$ cat src/rtl/pipe_pkg.sv
// Shared constants for the stall/flush pipeline register and its stage cells.
package pipe_pkg;
  localparam int DATA_W_DEFAULT = 32;
  localparam int CNT_W_DEFAULT  = 16;
  localparam int MAX_DEPTH      = 4;
endpackage

$ cat src/rtl/pipe_cell.sv
// One pipeline stage: a valid bit plus a payload that only loads real items.
module pipe_cell
  import pipe_pkg::*;
#(
  parameter int DATA_W = DATA_W_DEFAULT
) (
  input  logic              clk,
  input  logic              reset,
  input  logic              en,
  input  logic              flush,
  input  logic              upVal,
  input  logic [DATA_W-1:0] upData,
  output logic              val,
  output logic [DATA_W-1:0] data
);

  always_ff @(posedge clk) begin
    if (!reset) begin
      val  <= 1'b0;
      data <= '0;
    end else if (flush) begin
      val <= 1'b0;
    end else if (en) begin
      val <= upVal;
      // bubbles move forward without disturbing the last payload
      if (upVal) data <= upData;
    end
  end

endmodule

$ cat src/rtl/pipe_reg.sv
// Multi-stage pipeline register with hazard stall, flush, bubble collapsing
// and saturating stall/bubble statistics.
module pipe_reg
  import pipe_pkg::*;
#(
  parameter int DATA_W = DATA_W_DEFAULT,
  parameter int DEPTH  = 1,
  parameter int CNT_W  = CNT_W_DEFAULT
) (
  input  logic              clk,
  input  logic              reset,
  input  logic              hazard,
  input  logic              flush,
  input  logic              inValid,
  input  logic [DATA_W-1:0] inData,
  output logic              inReady,
  output logic              outValid,
  output logic [DATA_W-1:0] outData,
  output logic [CNT_W-1:0]  stallCount,
  output logic [CNT_W-1:0]  bubbleCount
);

  if (DEPTH < 1 || DEPTH > MAX_DEPTH) begin : g_bad_depth
    $error("pipe_reg: DEPTH must be in 1..%0d", MAX_DEPTH);
  end

  function automatic logic [CNT_W-1:0] sat_inc(input logic [CNT_W-1:0] cnt);
    return (&cnt) ? cnt : cnt + 1'b1;
  endfunction

  logic [DEPTH-1:0]  stage_val;
  logic [DATA_W-1:0] stage_data [DEPTH];
  logic [DEPTH-1:0]  en;
  logic              chain;

  // Enable ripples from the output back to the input: an empty stage always
  // accepts, a full one only when everything downstream moves.
  always_comb begin
    en    = '0;
    chain = !hazard;
    for (int k = DEPTH - 1; k >= 0; k--) begin
      en[k] = !stage_val[k] || chain;
      chain = en[k];
    end
  end

  for (genvar k = 0; k < DEPTH; k++) begin : g_stage
    logic              up_val;
    logic [DATA_W-1:0] up_data;

    if (k == 0) begin : g_head
      assign up_val  = inValid;
      assign up_data = inData;
    end else begin : g_body
      assign up_val  = stage_val[k-1];
      assign up_data = stage_data[k-1];
    end

    pipe_cell #(.DATA_W(DATA_W)) u_cell (
      .clk    (clk),
      .reset  (reset),
      .en     (en[k]),
      .flush  (flush),
      .upVal  (up_val),
      .upData (up_data),
      .val    (stage_val[k]),
      .data   (stage_data[k])
    );
  end

  assign inReady  = en[0];
  assign outValid = stage_val[DEPTH-1];
  assign outData  = stage_data[DEPTH-1];

  always_ff @(posedge clk) begin
    if (!reset) begin
      stallCount  <= '0;
      bubbleCount <= '0;
    end else begin
      if (hazard && outValid && !flush) stallCount <= sat_inc(stallCount);
      if (!outValid) bubbleCount <= sat_inc(bubbleCount);
    end
  end

endmodule

$ cat config.mk
export PLATFORM = sky130hd
export DESIGN_NAME = pipe_reg
export DESIGN_NICKNAME = d
export VERILOG_FILES = /design/src/rtl/pipe_pkg.sv /design/src/rtl/pipe_cell.sv /design/src/rtl/pipe_reg.sv
export SDC_FILE = /design/constraint.sdc
export NUM_CORES = 1
export LEC_CHECK = 0
export ABC_AREA = 1
export CORE_ASPECT_RATIO = 0.5
export CORE_UTILIZATION = 35
export CTS_CLUSTER_DIAMETER = 50
export DETAILED_ROUTE_END_ITERATION = 10
export SLEW_MARGIN = 10
export SYNTH_ARGS = -nofsm -noshare
export SYNTH_HDL_FRONTEND = slang
export SYNTH_SLANG_ARGS = --single-unit
$ cat constraint.sdc
create_clock -name clk -period 4.2 [get_ports clk]
set_clock_uncertainty 0.2 [all_clocks]
set_input_delay 0.63 -clock clk [delete_from_list [all_inputs] [get_ports clk]]
set_output_delay 0.63 -clock clk [all_outputs]
set_load 0.005 [all_outputs]
# Word level (Yosys, flattened, before mapping)
# Cells that the tools add are included.
[word_totals] register_bits=65 inputBits=37 out_inout_bits=66 word_cells=23
[op_classes] n_addsub=2 bitwise=5 n_reduce_logical=12
[op_table] cell="$add 16x1->16 const B" n=2
[op_table] cell="$reduce_and 16->1" n=2
[op_table] cell="$not 1->1" n=5
[op_table] cell="$reduce_and 2->1" n=2
[op_table] cell="$logic_not 1->1" n=3
[op_table] cell="$reduce_and 3->1" n=1
[op_table] cell="$logic_and 1x1->1" n=2
[op_table] cell="$reduce_or 2->1" n=1
[op_table] cell="$logic_or 1x1->1" n=1

# Longest topological paths before layout
# Gate-level depths: netlist of the first run.
[depth] ltp_word=3 ltp_mapped=9

# By module
# A second synthesis of the first run with hierarchy kept.
[unflattened] cells_unflattened=544 area_unflattened_um2=3432.0
[modules_own_cells] mod="pipe_reg" n_inst=1 cells_each=334 area_each_um2=2063.2 seq_area_each_um2=640.6
[modules_own_cells] mod="pipe_cell" n_inst=1 cells_each=210 area_each_um2=1368.8 seq_area_each_um2=660.6

# Worst setup path before layout of the first run
# Ideal clock, no wire load.
[synth_path] path_kind="register to register" start="register stallCount[0]" end="register stallCount[11]" setup_ns=0.115 arrival_time_ns=1.258 slack_ns=2.627 path_stages_with_launch=8 path_buffers=1 synth_period_minus_slack_ns=1.573 cell_sequence="dfxtp_1 ha_1 nand2_1 nor2_4 nand4_1 buf_4 a21oi_1 nor2_1"
[synth_via] elab_chain_cells=3
[synth_lines] item="start, declared" line_no="pipe_reg.sv:19" source="output logic [CNT_W-1:0] stallCount,"
[synth_lines] item="start signal, assigned" line_no="pipe_reg.sv:80" source="if (hazard && outValid && !flush) stallCount <= sat_inc(stallCount);"
[synth_lines] item="branches (longest 3 deep; another with $add 16x1->16)"
# Several ways; the timed one is not identified.
# A chain may end at the register's enable or synchronous reset.

# Final worst setup path of the first run
[layout_path] start="input hazard" end="output inReady"
[layout_via] elab_chain_cells=2
[layout_lines] item="start, declared" line_no="pipe_reg.sv:12" source="input logic hazard,"
[layout_lines] item="$logic_not 1->1" line_no="pipe_reg.sv:40" source="chain = !hazard;"
[layout_lines] item="$logic_or 1x1->1" line_no="pipe_reg.sv:42" source="en[k] = !stage_val[k] || chain;"
[layout_lines] item="end, declared" line_no="pipe_reg.sv:16" source="output logic inReady,"
# No other way between the ends.

==> results of run 1 <==
cell usage in the layout (no fill, tap or decap), drive strengths merged, types with 2 or more instances in the layout:
| master | instances |
|---|---|
| nor2 | 153 |
| clkdlybuf4s50 | 101 |
| nand2 | 84 |
| dfxtp | 65 |
| o21ai | 39 |
| inv | 30 |
| nand3 | 27 |
| a21oi | 17 |
| clkbuf | 11 |
| nand4 | 8 |
| clkinv | 3 |
| and2 | 2 |
| nor3 | 2 |
| nand3b | 2 |
| ha | 2 |
| buf | 2 |
final cells by class:
class,count,area (sq um),area share [%]
repair buffers,103,1020,23.2
clock inverters,4,45.0,1.02
flip-flops and latches,65,1300,29.5
well taps,112,140,3.18
inverters,30,113,2.55
clock buffers,11,233,5.28
multi-input cells,340,1560,35.3
layer usage:
metal	track usage, %	part of all wire, %
met1	22.4	47
met2	30.1	43
met3	7.93	8.1
met4	7.30	1.5
met5	0	0
worst min-delay path by stage:
stage | slack (ns) | from | end
after floorplan | 0.28 | g_stage[0].u_cell.data[29] | g_stage[0].u_cell.data[29]
after global placement | 0.26 | g_stage[0].u_cell.data[12] | g_stage[0].u_cell.data[12]
after detailed placement | 0.27 | g_stage[0].u_cell.data[21] | g_stage[0].u_cell.data[21]
after CTS | 0.28 | g_stage[0].u_cell.data[10] | g_stage[0].u_cell.data[10]
after global routing | 0.30 | g_stage[0].u_cell.data[27] | g_stage[0].u_cell.data[27]
final | 0.28 | g_stage[0].u_cell.data[16] | g_stage[0].u_cell.data[16]
logic make-up (layout without fill, tap and decap cells):
kind of cell,after synthesis,count (layout)
and+or+nand+nor,280,280
adders and majority gates,2,2
buffers and inverters,47,148
AOI/OAI and AO/OA,58,58
DFF,65,65
registers in the layout, indices dropped and copies added, names as in the netlist:
register / cells
bubbleCount: 16
g_stage.u_cell.data: 32
g_stage.u_cell.val: 1
stallCount: 16
power groups by stage:
stage	combinational, mW	clock, mW	sequential [mW]
after floorplan	0.0607	0	0.671
after global placement	0.153	0	0.670
after detailed placement	0.154	0	0.671
after CTS	0.154	0.736	0.658
after global routing	0.171	0.758	0.661
final	0.152	0.716	0.658
metrics by stage:
stage | instance area [sq um] | utilization, %
2_1_floorplan | 3070 | -
3_3_place_gp | 4130 | 50.1
3_5_place_dp | 4130 | 50.1
4_1_cts | 4410 | 53.4
5_1_grt | 4410 | 53.4
6_report | 4410 | 53.4
critical path, delay by kind of cell:
family,cells,cell delay [ns]
and+or+nand+nor,1,0.13
buffers and inverters,2,0.95
==> impl_metrics.json, run 1 <==
{
  "cts.repair.resized": 0,
  "cts_tree": "built",
  "initialDrtViolationCount": 142,
  "global_route.overflow_total": 0,
  "tightest_slew_ns": 0.598,
  "finish.net_count": 588,
  "setup_viol": 0,
  "final_hold_viol_count": 0,
  "synthTopCellsByArea": "sky130_fd_sc_hd__dfxtp_1, sky130_fd_sc_hd__nor2_1, sky130_fd_sc_hd__nand2_1, sky130_fd_sc_hd__o21ai_0, sky130_fd_sc_hd__nand3_1",
  "netlist_area_sq_mm": 0.00307,
  "setup_repair_after_global_routing_missed_its_margin": "false",
  "synthMostInstantiatedCell": "sky130_fd_sc_hd__nor2_1",
  "die_x_um": 135,
  "post_synth_xor_area_fraction_pct": 0,
  "ios": 103,
  "clockBufferDepth": 2,
  "yosys_warnings": 0,
  "clk_root_buffer_cell": "sky130_fd_sc_hd__clkbuf_16",
  "r2r_end": "g_stage[0].u_cell.data[23]",
  "post-layout-total-power_mw": 1.53,
  "p_sw_share_pct": 22.3,
  "worst_setup_path_end_kind": "output pin",
  "grt_first_pass_wirelength_um": 13300,
  "sequential_cell_fraction_of_total_power_pct": 43.1,
  "rr_worst_depth": 5,
  "max_cap_violations": 0,
  "muxShareOfSynthArea_pct": 0,
  "synthTopCellsByCount": "sky130_fd_sc_hd__nor2_1, sky130_fd_sc_hd__nand2_1, sky130_fd_sc_hd__dfxtp_1, sky130_fd_sc_hd__o21ai_0, sky130_fd_sc_hd__inv_1",
  "placeableCoreArea_sq_mm": 0.00826,
  "grt_start_max_net_pins": 39,
  "gp_congestion": 0.816,
  "finalHoldWorstSlack_ns": 0.278,
  "synth_enable_flop_cells": 0,
  "via_total_after_detailed_routing": 3069,
  "critical_path.slowest_cell": "sky130_fd_sc_hd__clkdlybuf4s50_1",
  "critPathCapture": "inReady",
  "min_period_over_period_pct": 60.7,
  "finalSetupTns_ns": 0,
  "synth_compound_area_share_pct": 9.69,
  "number_of_cells_in_the_finished_layout_apart_from_fillers": 665,
  "cts_max_level": 3,
  "grt_antenna_before_repair": 0,
  "synth_fa_ha_area_share_pct": 0.814,
  "dpl_worst_slack_ns": 1.27,
  "mappedNetlistNets": 491,
  "drc": 0,
  "synthSimpleGateAreaFrac_pct": 40.1,
  "number_of_inserted_diodes": 0,
  "min_path_cells": 2,
  "p_int_mw": 1.19,
  "final.min_clock_period_ns": 2.55,
  "synth_top_family_by_area": "simple AND/OR/NAND/NOR gates",
  "post-place-cells": 650,
  "worstReg2RegStart": "g_stage[0].u_cell.val",
  "detail_route.first_pass.iterations": 4,
  "tritoncts.num_buffers": 9,
  "setup.reg_to_reg.worst_slack_ns": 2.00,
  "yosysTopAreaCell": "sky130_fd_sc_hd__dfxtp_1",
  "flow.area_growth_from_synthesis_pct": 43.5,
  "timing.critical_path.from_type": "input pin",
  "initial_utilization_pct": 37.2,
  "cts.repair_timing.setup_buffer_count": 0,
  "die_height_um": 68.3,
  "cts.hold.buffers_added": 0,
  "drt.antenna.violating_nets": 0,
  "cpMostUsedCell": "sky130_fd_sc_hd__clkdlybuf4s50_1",
  "share_of_layout_cells_above_drive_strength_1_pct": 6.69,
  "syn_area_per_cell_sq_um": 6.80,
  "row_count": 23,
  "grtUsageTotal_pct": 18.7,
  "fillers": 823,
  "synth.lib_cells_used.distinct": 30,
  "run_status": "finished, final reports clean",
  "avgRoutedWirePerCell_um": 11.6,
  "cell_chain_critical_path": "clkdlybuf4s50_1, nand2_4, clkdlybuf4s50_1",
  "synth_cells": 452,
  "clock_power_share_pct": 46.9,
  "cts.sink_count": 65,
  "report.final.slew_viol_count": 0,
  "total_leakage_power_nw": 1.72,
  "fp.dieArea_sq_mm": 0.00919,
  "totalWireLength_um": 7740,
  "p_comb_share_pct": 9.9,
  "cp_slowest_stage_delay_ns": 0.51,
  "sequential_share_of_the_synthesized_area_pct": 42.3,
  "crit_type": "input pin to output pin",
  "cts.reportedPaths.clkPinSlew_ns": 0.05,
  "launching_instance_or_port_of_the_critical_path": "hazard",
  "yosys_register_bits": 65,
  "hold_class": "register to register",
  "postSynth.topFlopCell": "sky130_fd_sc_hd__dfxtp_1",
  "worstSkewPairLatency_ns": 0.33,
  "achievable-frequency_mhz": 392,
  "final_critical_path_setup_slack_ns": 1.65,
  "drt-vias-per-instance": 4.62,
  "post_dp_hpwl_um": 5470,
  "via_count_of_the_first_global_routing_pass": 2850,
  "vdd.ir_drop.worst_mv": 0.209,
  "synthArstFlopShare_pct": 0,
  "max_slew_headroom_pct": 60.1,
  "powerDensity_mw_per_mm2": 346,
  "post_synth_top_area_share_pct": 42.3,
  "place.port_buffers": 102,
  "net-switching-power_mw": 0.340,
  "worstPathMaxFanout": 4,
  "crit_arrival_ns": 1.72,
  "crit_required_ns": 3.37
}
No activity file was read; power rests on OpenSTA's default activity.
==> run 2: changes to the inputs <==
Clock period 4.2 ns to 2.5 ns, I/O delays scaled along.
==> impl_metrics.json, run 2 (synthesized netlist as in run 1, its figures left out) <==
{
  "run_status": "finished, final reports clean",
  "finalSetupTns_ns": 0,
  "initial_utilization_pct": 37.2,
  "row_count": 23,
  "drt-vias-per-instance": 4.55,
  "net-switching-power_mw": 0.598,
  "vdd.ir_drop.worst_mv": 0.375,
  "post_dp_cell_area_sq_mm": 0.00419,
  "p_comb_share_pct": 10.2,
  "post-place-cells": 654,
  "gp_congestion": 0.837,
  "grt_antenna_before_repair": 0,
  "final_critical_path_setup_slack_ns": 0.412,
  "layout_top_registers": "g_stage.u_cell.data (32), bubbleCount (16), stallCount (16)",
  "die_height_um": 68.3,
  "die_x_um": 135,
  "totalWireLength_um": 7780,
  "grt_start_max_net_pins": 33,
  "report.final.slew_viol_count": 0,
  "cts.hold.buffers_added": 0,
  "p_int_mw": 2.01,
  "achievable-frequency_mhz": 479,
  "dpl_worst_slack_ns": 0.464,
  "drt.antenna.violating_nets": 0,
  "via_total_after_detailed_routing": 3047,
  "cts.sink_count": 65,
  "worstSkewPairLatency_ns": 0.32,
  "placeableCoreArea_sq_mm": 0.00826,
  "cts.repair.resized": 0,
  "cts_max_level": 3,
  "place.port_buffers": 102,
  "final_common_cell": "sky130_fd_sc_hd__nor2_1",
  "flow.area_growth_from_synthesis_pct": 46.0,
  "layout.cells.most_common_list": "sky130_fd_sc_hd__nor2_1, sky130_fd_sc_hd__clkdlybuf4s50_1, sky130_fd_sc_hd__nand2_1",
  "grt_first_pass_wirelength_um": 12800,
  "number_of_cells_in_the_finished_layout_apart_from_fillers": 670,
  "clock_power_share_pct": 47.5,
  "cts_tree": "built",
  "max_flop_register": "g_stage.u_cell.data",
  "drc": 0,
  "setup_repair_after_global_routing_missed_its_margin": "false",
  "max_slew_headroom_pct": 68.0,
  "post_dp_hpwl_um": 5650,
  "area_of_all_placed_cells_without_fillers_sq_mm": 0.00449,
  "finish.net_count": 592,
  "crit_arrival_ns": 1.51,
  "powerDensity_mw_per_mm2": 582,
  "sequential_cell_fraction_of_total_power_pct": 42.3,
  "clockBufferDepth": 2,
  "share_of_layout_cells_above_drive_strength_1_pct": 7.71,
  "clk_root_buffer_cell": "sky130_fd_sc_hd__clkbuf_16",
  "number_of_inserted_diodes": 0,
  "fin_util_pct": 54.3,
  "tightest_slew_ns": 0.478,
  "total_leakage_power_nw": 1.75,
  "final.min_clock_period_ns": 2.09,
  "fp.dieArea_sq_mm": 0.00919,
  "via_count_of_the_first_global_routing_pass": 2713,
  "grtUsageTotal_pct": 18.2,
  "tritoncts.num_buffers": 9,
  "timing.critical_path.from_type": "register",
  "avgRoutedWirePerCell_um": 11.6,
  "setup_viol": 0,
  "cts.reportedPaths.clkPinSlew_ns": 0.05,
  "worstPathMaxFanout": 10,
  "p_sw_share_pct": 22.9,
  "cts.repair_timing.setup_buffer_count": 0,
  "max_cap_violations": 0,
  "min_period_over_period_pct": 83.5,
  "hold_class": "input pin to register",
  "final_hold_viol_count": 0,
  "detail_route.first_pass.iterations": 4,
  "crit_type": "register to output pin",
  "crit_required_ns": 1.92,
  "largest_reg_flops": 32,
  "worst_setup_path_end_kind": "output pin",
  "global_route.overflow_total": 0,
  "ios": 103,
  "initialDrtViolationCount": 111
}
-- run 2: cell types whose count changed in the layout (fill, tap and decap cells not counted) --
cell	change
sky130_fd_sc_hd__buf_12	+2
sky130_fd_sc_hd__clkinv_4	+3
sky130_fd_sc_hd__buf_4	+2
sky130_fd_sc_hd__clkbuf_1	-1
sky130_fd_sc_hd__clkinv_2	-2
sky130_fd_sc_hd__clkinvlp_4	+1
-- run 2: per-layer routing --
metal | vias up | GRT usage (%) | wire, um
met1 | 1344 | 21.3 | 3760
met4 | 0 | 6.60 | 89
met2 | 62 | 30.1 | 3450
met5 | - | 0 | 0
met3 | 6 | 7.85 | 484
li1 | 1635 | - | -
-- run 2: layout make-up --
class	count	area, sq um
Clock buffer	10	229
Clock inverter	6	68.8
Fill cell	825	3770
Inverter	30	113
Multi-Input combinational cell	340	1560
Sequential cell	65	1300
Tap cell	112	140
Timing Repair Buffer	107	1080
-- run 2: worst max-delay path, stage by stage, from the launching register on --
cell	delay [ns]
sky130_fd_sc_hd__dfxtp_1	0.58
sky130_fd_sc_hd__nand2_4	0.14
sky130_fd_sc_hd__clkdlybuf4s50_1	0.47
-- run 2: metrics by stage --
stage          total power, mW  hold slack (ns)
2_1_floorplan             1.23            0.253
3_3_place_gp              1.39            0.260
3_5_place_dp              1.40            0.271
4_1_cts                   2.65            0.268
5_1_grt                   2.74            0.293
6_report                  2.61            0.268
-- run 2: path summary, 6_finish.rpt --
path | start | end | slack (ns) | cells past startpoint
worst min-delay path | reset | stallCount[3] | 0.27 | 3
worst min register to register | g_stage[0].u_cell.data[21] | g_stage[0].u_cell.data[21] | 0.28 | 2
worst max-delay path | g_stage[0].u_cell.val | inReady | 0.41 | 2
worst max register to register | stallCount[1] | stallCount[15] | 0.53 | 6
-- run 2: power groups by stage --
stage / Sequential [mW] / Clock [mW] / Combinational (mW)
2_1_floorplan: 1.13 / 0 / 0.102
3_3_place_gp: 1.13 / 0 / 0.268
3_5_place_dp: 1.13 / 0 / 0.269
4_1_cts: 1.10 / 1.28 / 0.270
5_1_grt: 1.11 / 1.33 / 0.297
6_report: 1.10 / 1.24 / 0.266
